$ cat config.mk
export PLATFORM = sky130hd
export DESIGN_NAME = morse_symbol_classifier
export DESIGN_NICKNAME = d
export VERILOG_FILES = /design/src/rtl/morse_symbol_classifier.sv
export SDC_FILE = /design/constraint.sdc
export NUM_CORES = 1
export LEC_CHECK = 0
export BUFFER_PORTS_ARGS = -buffer_cell sky130_fd_sc_hd__buf_2
export CAP_MARGIN = 40
export CORE_ASPECT_RATIO = 0.5
export CORE_UTILIZATION = 45
export CTS_BUF_LIST = sky130_fd_sc_hd__clkbuf_16
export CTS_CLUSTER_SIZE = 30
export DETAILED_ROUTE_END_ITERATION = 10
export SYNTH_ARGS = -nofsm -noshare
export SYNTH_HDL_FRONTEND = slang
export SYNTH_SLANG_ARGS = --single-unit
$ cat constraint.sdc
create_clock -name clk -period 3.41 [get_ports clk]
set_input_delay 0.5115 -clock clk [delete_from_list [all_inputs] [get_ports clk]]
set_output_delay 0.5115 -clock clk [all_outputs]
set_load 0.05 [all_outputs]
$ cat src/rtl/morse_symbol_classifier.sv
// ---------------------------------------------------------------------------
// morse_symbol_classifier
//
// Purpose:
//   First timing stage after key synchronization. Debounces the synchronized
//   key level, measures each press and each release, and emits dot/dash
//   symbol events plus letter-end and word-end markers for the decoder.
//
// Ports:
//   clk             in   system clock
//   reset           in   asynchronous, active-high reset (synchronous release
//                        is provided upstream)
//   key_i           in   synchronized key level, 1 = pressed
//   symbol_valid_o  out  one-cycle pulse: a symbol completed
//   symbol_dash_o   out  classifies the last symbol (1 = dash, 0 = dot);
//                        holds its value until the next symbol
//   letter_end_o    out  one-cycle pulse: letter gap elapsed after a symbol
//   word_end_o      out  one-cycle pulse: word gap elapsed after a letter end
// ---------------------------------------------------------------------------
module morse_symbol_classifier #(
   parameter int DEBOUNCE_CLKS   = 4,
   parameter int DASH_CLKS       = 12,
   parameter int LETTER_GAP_CLKS = 12,
   parameter int WORD_GAP_CLKS   = 28,
   parameter int CNT_WIDTH       = 16
) (
   input  logic clk,
   input  logic reset,
   input  logic key_i,
   output logic symbol_valid_o,
   output logic symbol_dash_o,
   output logic letter_end_o,
   output logic word_end_o
);

   typedef enum logic [1:0] {
      IDLE        = 2'd0,
      PRESS       = 2'd1,
      GAP         = 2'd2,
      LETTER_WAIT = 2'd3
   } state_t;

   localparam logic [CNT_WIDTH-1:0] DEB_LAST  = CNT_WIDTH'(DEBOUNCE_CLKS - 1);
   localparam logic [CNT_WIDTH-1:0] DASH_TH   = CNT_WIDTH'(DASH_CLKS);
   localparam logic [CNT_WIDTH-1:0] LETTER_TH = CNT_WIDTH'(LETTER_GAP_CLKS);
   localparam logic [CNT_WIDTH-1:0] WORD_TH   = CNT_WIDTH'(WORD_GAP_CLKS);
   localparam logic [CNT_WIDTH-1:0] CNT_ONE   = CNT_WIDTH'(1);
   localparam logic [CNT_WIDTH-1:0] CNT_ZERO  = '0;

   // Saturating increment: counters stick at all-ones instead of wrapping,
   // so a very long press still classifies as a dash.
   function automatic logic [CNT_WIDTH-1:0] sat_inc(input logic [CNT_WIDTH-1:0] v);
      if (&v)
         return v;
      else
         return v + CNT_ONE;
   endfunction

   logic                 key_db;
   logic [CNT_WIDTH-1:0] db_cnt;

   state_t               state, state_nxt;
   logic [CNT_WIDTH-1:0] press_cnt, press_nxt;
   logic [CNT_WIDTH-1:0] gap_cnt, gap_nxt, gap_inc;
   logic                 sym_set, dash_nxt, letter_set, word_set;

   // ---- stage 0: debounce -------------------------------------------------
   // db_cnt counts consecutive cycles where key_i disagrees with key_db; any
   // agreeing cycle restarts the run. The flip lands on the DEBOUNCE_CLKS-th
   // disagreeing edge.
   always_ff @(posedge clk or posedge reset) begin
      if (reset) begin
         key_db <= 1'b0;
         db_cnt <= CNT_ZERO;
      end else if (key_i != key_db) begin
         if (db_cnt >= DEB_LAST) begin
            key_db <= key_i;
            db_cnt <= CNT_ZERO;
         end else begin
            db_cnt <= sat_inc(db_cnt);
         end
      end else begin
         db_cnt <= CNT_ZERO;
      end
   end

   // ---- stage 1: press/gap timing FSM -------------------------------------
   assign gap_inc = sat_inc(gap_cnt);

   always_comb begin
      state_nxt  = state;
      press_nxt  = press_cnt;
      gap_nxt    = gap_cnt;
      sym_set    = 1'b0;
      dash_nxt   = symbol_dash_o;
      letter_set = 1'b0;
      word_set   = 1'b0;

      unique case (state)
         IDLE: begin
            if (key_db) begin
               state_nxt = PRESS;
               press_nxt = CNT_ONE;
            end
         end

         PRESS: begin
            if (key_db) begin
               press_nxt = sat_inc(press_cnt);
            end else begin
               // press_cnt holds the number of high cycles seen so far,
               // which is the full press length L at this point.
               state_nxt = GAP;
               gap_nxt   = CNT_ONE;
               sym_set   = 1'b1;
               dash_nxt  = (press_cnt >= DASH_TH);
            end
         end

         GAP: begin
            if (gap_cnt >= LETTER_TH) begin
               // Only reachable with a one-cycle letter gap, where the first
               // low cycle already met the threshold on entry.
               state_nxt  = LETTER_WAIT;
               letter_set = 1'b1;
               if (!key_db)
                  gap_nxt = gap_inc;
            end else if (key_db) begin
               state_nxt = PRESS;
               press_nxt = CNT_ONE;
            end else begin
               gap_nxt = gap_inc;
               if (gap_inc >= LETTER_TH) begin
                  state_nxt  = LETTER_WAIT;
                  letter_set = 1'b1;
               end
            end
         end

         LETTER_WAIT: begin
            if (key_db) begin
               state_nxt = PRESS;
               press_nxt = CNT_ONE;
            end else begin
               gap_nxt = gap_inc;
               if (gap_inc >= WORD_TH) begin
                  state_nxt = IDLE;
                  word_set  = 1'b1;
                  gap_nxt   = CNT_ZERO;
               end
            end
         end

         default: begin
            state_nxt = IDLE;
         end
      endcase
   end

   always_ff @(posedge clk or posedge reset) begin
      if (reset) begin
         state     <= IDLE;
         press_cnt <= CNT_ZERO;
         gap_cnt   <= CNT_ZERO;
      end else begin
         state     <= state_nxt;
         press_cnt <= press_nxt;
         gap_cnt   <= gap_nxt;
      end
   end

   // ---- stage 2: registered event outputs ---------------------------------
   // Each pulse comes from a distinct FSM branch, so at most one is set in a
   // given cycle.
   always_ff @(posedge clk or posedge reset) begin
      if (reset) begin
         symbol_valid_o <= 1'b0;
         symbol_dash_o  <= 1'b0;
         letter_end_o   <= 1'b0;
         word_end_o     <= 1'b0;
      end else begin
         symbol_valid_o <= sym_set;
         symbol_dash_o  <= dash_nxt;
         letter_end_o   <= letter_set;
         word_end_o     <= word_set;
      end
   end

endmodule

## Yosys cells after proc, flatten, opt, wreduce, memory -nomap -nowiden

Cells that the tools add are included.

| word-level totals | value |
|---|---|
| output and inout port bits | 4 |
| register bits after elaboration | 55 |

| operators by class | value |
|---|---|
| reductions and logical operators | 11 |
| mux-type cells | 31 |
| eq/ne operators | 14 |
| add/sub/neg operators | 3 |
| bitwise operators | 1 |
| $lt $le $gt $ge | 5 |

Operator list:

| kind | number |
|---|---|
| 16-bit 2-to-1 mux | 12 |
| 16-bit case mux with 3 select lines | 2 |
| 16-bit by 1-bit adder with 16-bit output, second input constant | 3 |
| 16-bit by 4-bit greater-or-equal comparator with 1-bit output, second input constant | 3 |
| 16-bit AND reduction | 3 |
| 16-bit by 2-bit greater-or-equal comparator with 1-bit output, second input constant | 1 |
| 16-bit by 5-bit greater-or-equal comparator with 1-bit output, second input constant | 1 |
| 2-bit 2-to-1 mux | 7 |
| 2-bit inequality test, second input constant | 7 |
| 1-bit 2-to-1 mux | 9 |
| 2-bit case mux with 4 select lines | 1 |
| 4-bit AND reduction | 2 |
| 3-bit inequality test, second input constant | 2 |
| 2-bit equality test, second input constant | 2 |
| 4-bit inequality test, second input constant | 1 |
| 2-bit AND reduction | 2 |
| 3-bit AND reduction | 1 |
| 3-bit nonzero test | 1 |
| 2-bit by 1-bit equality test with 1-bit output, second input constant | 1 |
| 2-bit logical NOT | 1 |
| 2-bit OR reduction | 1 |
| 1-bit inequality test | 1 |
| 1-bit NOT | 1 |

## Logic depth before layout (Yosys ltp)

| logic depth | value |
|---|---|
| depth after elaboration | 7 |
| depth in mapped cells | 10 |

## Least setup slack after synthesis

No wires, ideal clock.

| timing | value |
|---|---|
| kind | flip-flop to flip-flop |
| start | register gap_cnt[0] |
| end | register gap_cnt[12] |
| stages on the path, launching flop included | 11 |
| required time | 3.322 ns |
| buffers on the path | 2 |
| arrival time | 2.463 ns |
| slack | 0.858 ns |
| cells stage by stage | dfrtp_1 -> ha_1 -> buf_2 -> and2_0 -> buf_2 -> nand3_2 -> nor4b_2 -> o22ai_1 -> nor4_4 -> a31oi_4 -> a211oi_2 |

| between the ends | value |
|---|---|
| longest elaborated chain between the ends | 6 |
| elaborated cells on any way between the ends | 8 |
| classes of those cells | add/sub: 1; order compare: 1; mux: 5; reduce/logical: 1 |

Ends and longest elaborated chain:

| element | line | source |
|---|---|---|
| start, declared | 64 | `logic [CNT_WIDTH-1:0] gap_cnt, gap_nxt, gap_inc;` |
| start signal, assigned | 168 | `gap_cnt <= gap_nxt;` |
| 16-bit by 1-bit adder with 16-bit output / 16-bit AND reduction (equally long branches) | 56, 53 |  |
| 16-bit 2-to-1 mux (*) | 53 | `if (&v)` |
| 16-bit by 5-bit greater-or-equal comparator with 1-bit output | 146 | `if (gap_inc >= WORD_TH) begin` |
| 16-bit 2-to-1 mux | 146 |  |
| 16-bit 2-to-1 mux | 141 | `if (key_db) begin` |
| 16-bit case mux with 3 select lines (*) | 99 | `unique case (state)` |

Every way passes the cells marked *; elsewhere a longest branch is shown, timed or not. The select of a mux whose other input is x is not followed.
A chain may end at the register's enable or synchronous reset.

## Worst setup path after layout

| timing | value |
|---|---|
| start | register gap_cnt[0] |
| end | register gap_cnt[8] |

Same word-level chain as after synthesis.

==> metrics.cfg <==
[clock_tree]
hold_buffers=0
post_cts_resized=0
h-tree-depth=2
cts_buffer_depth=2
cts_root_buffer=clkbuf_16
post_cts_buffers=0
worstSkewPairLatency_ps=300
cts_made_buffers=5
clkTransAtPathRegs_ps=70
numClockSinks=55
cts_tree=yes

[grt]
grt.busiest_layer=met2
use_met1_pct=29.6
grt_pass1_wl_um=11700
grt_usage_pct=21.8
grt_util_met2_pct=33.4
antenna_found_initial=0
gr-total-overflow=0
grt_max_degree=38
grt_pass1_vias=2324
grtUsageMet3_pct=6.30

[route]
drc=0
dr.first_iter.drc_count=217
firstDrtPassIters=4
via_per_inst=5.79
drt-total-wl_um=6810
ant_nets=0
wire_per_inst_um=15.5
vias=2544

[layout]
nNetsFinal=358
syn_to_final_growth_pct=8.51
fin_cells=439
drive_above_1_share_pct=9.40
multi_input_area_sq_um=1570
n_antenna_cell=0
final-seq-area_sq_um=1380
fill_cells=596
fin_area_sq_um=3300

[yosys]
synth_fa_ha_area_share_pct=2.06
synthSimpleGateAreaFrac_pct=26.5
synth_warnings=0
synth_mux_area_share_pct=1.07
synth_compound_area_share_pct=18.7
yosys_most_used_dff=dfrtp_1
yosysSeqAreaShare_pct=45.2
synth_top_family_by_area=simple AND/OR/NAND/NOR gates
synth-edff-count=0
synth_async_sr_flop_share_pct=100
yosys.area.top_type_share_pct=45.2
synthXorXnorAreaFrac_pct=1.73
synthesis.area_sq_um=3040
ys_ff_latch=55
synth_area_per_cell_sq_um=8.93
yosys.cell_types.count=58
yosys.area.top_type=dfrtp_1
synthCells=341
yosys-top-cells-area=dfrtp_1 (45%), o21ai_0 (5.1%), nand2_1 (4.8%)

[setup_path]
r2r_start=gap_cnt[0]
cp.arrival_ps=3280
end_kind=flip-flop
cp_data_required_time_ps=3610
critPathLaunch=gap_cnt[0]
crit_fanout=10
crit_type=flip-flop to flip-flop
cp-start-kind=flip-flop

[timing]
setup_viol=0
worst_pin_slew_ps=891
finClkSkew_ps=7.54
rsz0062_at_grt=no
relSlewSlack_pct=40.0
fin_tns_setup_ps=0
finalCriticalPeriod_ps=3080
post-route-period-util_pct=90.3
drv_slew=0
finalWorstSetupSlack_ps=330
max_freq_mhz=325
hold_viol=0

[place]
dp.cells=431
pre_cts_ws_ps=401
postPlaceCellArea_sq_um=3160
dp_hpwl_um=4900
gp_congestion=0.905
place.port_buffers=6

[power]
switching_power_w=0.000404
p_comb_share_pct=11.9
p_per_area_nw_per_um2=429
p_int_w=0.00101
swShare_pct=28.5
totalPowerFinal_w=0.00142
ir_worst_vdd_mv=0.207
p_seq_share_pct=51.5
p_clk_share_pct=36.6
p_leak_nw=1.36

[floorplan]
num_rows=20
io_pins=7
dieArea_sq_um=7120
core_sq_um=6310
start_util_pct=48.3
die_w_um=118
die_h_um=60.2

[flow_run]
drv_cap=0

[status]
status=finished, final reports clean

[min_path]
hold_class=primary input to async pin

## critical path: stages, from the launching register on
cell and delay, ps:
dfrtp_1 420, ha_1 330, and2_0 380, nand3_2 170, nor4b_2 400, o22ai_1 190, nor4_4 530, a311oi_4 290
a311oi_2 270
## state kept, by name (all words and copies together) (netlist names)
| name | count |
|---|---|
| db_cnt | 16 |
| key_db | 1 |
| symbol_dash_o | 1 |
| symbol_valid_o | 1 |
| state | 2 |
| press_cnt | 16 |
| gap_cnt | 16 |
| word_end_o | 1 |
| letter_end_o | 1 |
## synthesized netlist by cell type, types with 3 or more instances
library cell  count
nand4_1          17
o21ai_0          31
inv_1            14
a31oi_1           7
a21oi_1          15
nor4_1            9
nand3_1          19
or4_1             4
xnor2_1           3
ha_1              5
o21ai_1           3
xor2_1            3
and4_1            4
o22ai_1           4
dfrtp_1          55
and3_1            5
buf_2             6
nor2_1           33
buf_4             3
a211oi_2          3
clkbuf_1          8
nand2_1          39
nor3_1           10
## cell families (layout without fill, tap and decap cells)
| logic type | after synthesis | after routing |
|---|---|---|
| mux | 3 | 3 |
| other cells | 1 | 14 |
| flops | 55 | 55 |
| xor+xnor | 6 | 6 |
| compound gates | 83 | 83 |
| fa+ha+maj | 5 | 5 |
| buf+inv | 33 | 30 |
| simple gates | 155 | 155 |
## layer usage
metal / wire length [um] / up-vias
met5: 0 / -
met4: 56 / 0
met3: 367 / 4
met2: 3020 / 55
met1: 3360 / 1236
li1: - / 1249
## final cells by class
cell class                 count  area share (%)
sequential                    55            41.7
multi-input combinational    266            47.7
tap                           88            3.33
timing repair buffer           8            1.36
clock buffer                   5            3.79
inverter                      14            1.59
clock inverter                 3           0.606
## cells in the final DEF, fill, tap and decap left out, types with 5 or more instances in the layout
cell / count
nor3_1: 10
ha_1: 5
dfrtp_1: 55
nand2_1: 39
nor4_1: 9
nor2_1: 33
nand4_1: 17
nand3_1: 19
inv_1: 14
a31oi_1: 7
clkbuf_16: 5
a21oi_1: 15
buf_2: 6
and3_1: 5
o21ai_0: 31
conb_1: 14
## power by group through the flow
stage	sequential, W	combinational [W]	clock (W)
3_3_place_gp	0.000738	0.000166	0
6_report	0.000729	0.000169	0.000518
4_1_cts	0.000728	0.000170	0.000529
3_5_place_dp	0.000742	0.000168	0
5_1_grt	0.000736	0.000192	0.000562
2_1_floorplan	0.000738	0.000130	0
## final timing paths
| check | to | slack [ps] | depth (start not counted) |
|---|---|---|---|
| min in group clk | db_cnt[0] | 470 | 1 |
| hold / removal | db_cnt[1] | 340 | 2 |
| hold reg to reg | db_cnt[0] | 470 | 1 |
| max in group asynchronous | press_cnt[13] | 2320 | 3 |
| setup reg to reg | gap_cnt[8] | 330 | 8 |
| setup / recovery | gap_cnt[8] | 330 | 8 |
## stage by stage
step / hold WS, ps / utilization (%)
floorplan: 431 / -
global placement: 450 / 50.1
detailed placement: 457 / 50.1
CTS: 380 / 52.4
global route: 411 / 52.4
finish: 343 / 52.4
No activity file was read; power rests on OpenSTA's default activity.
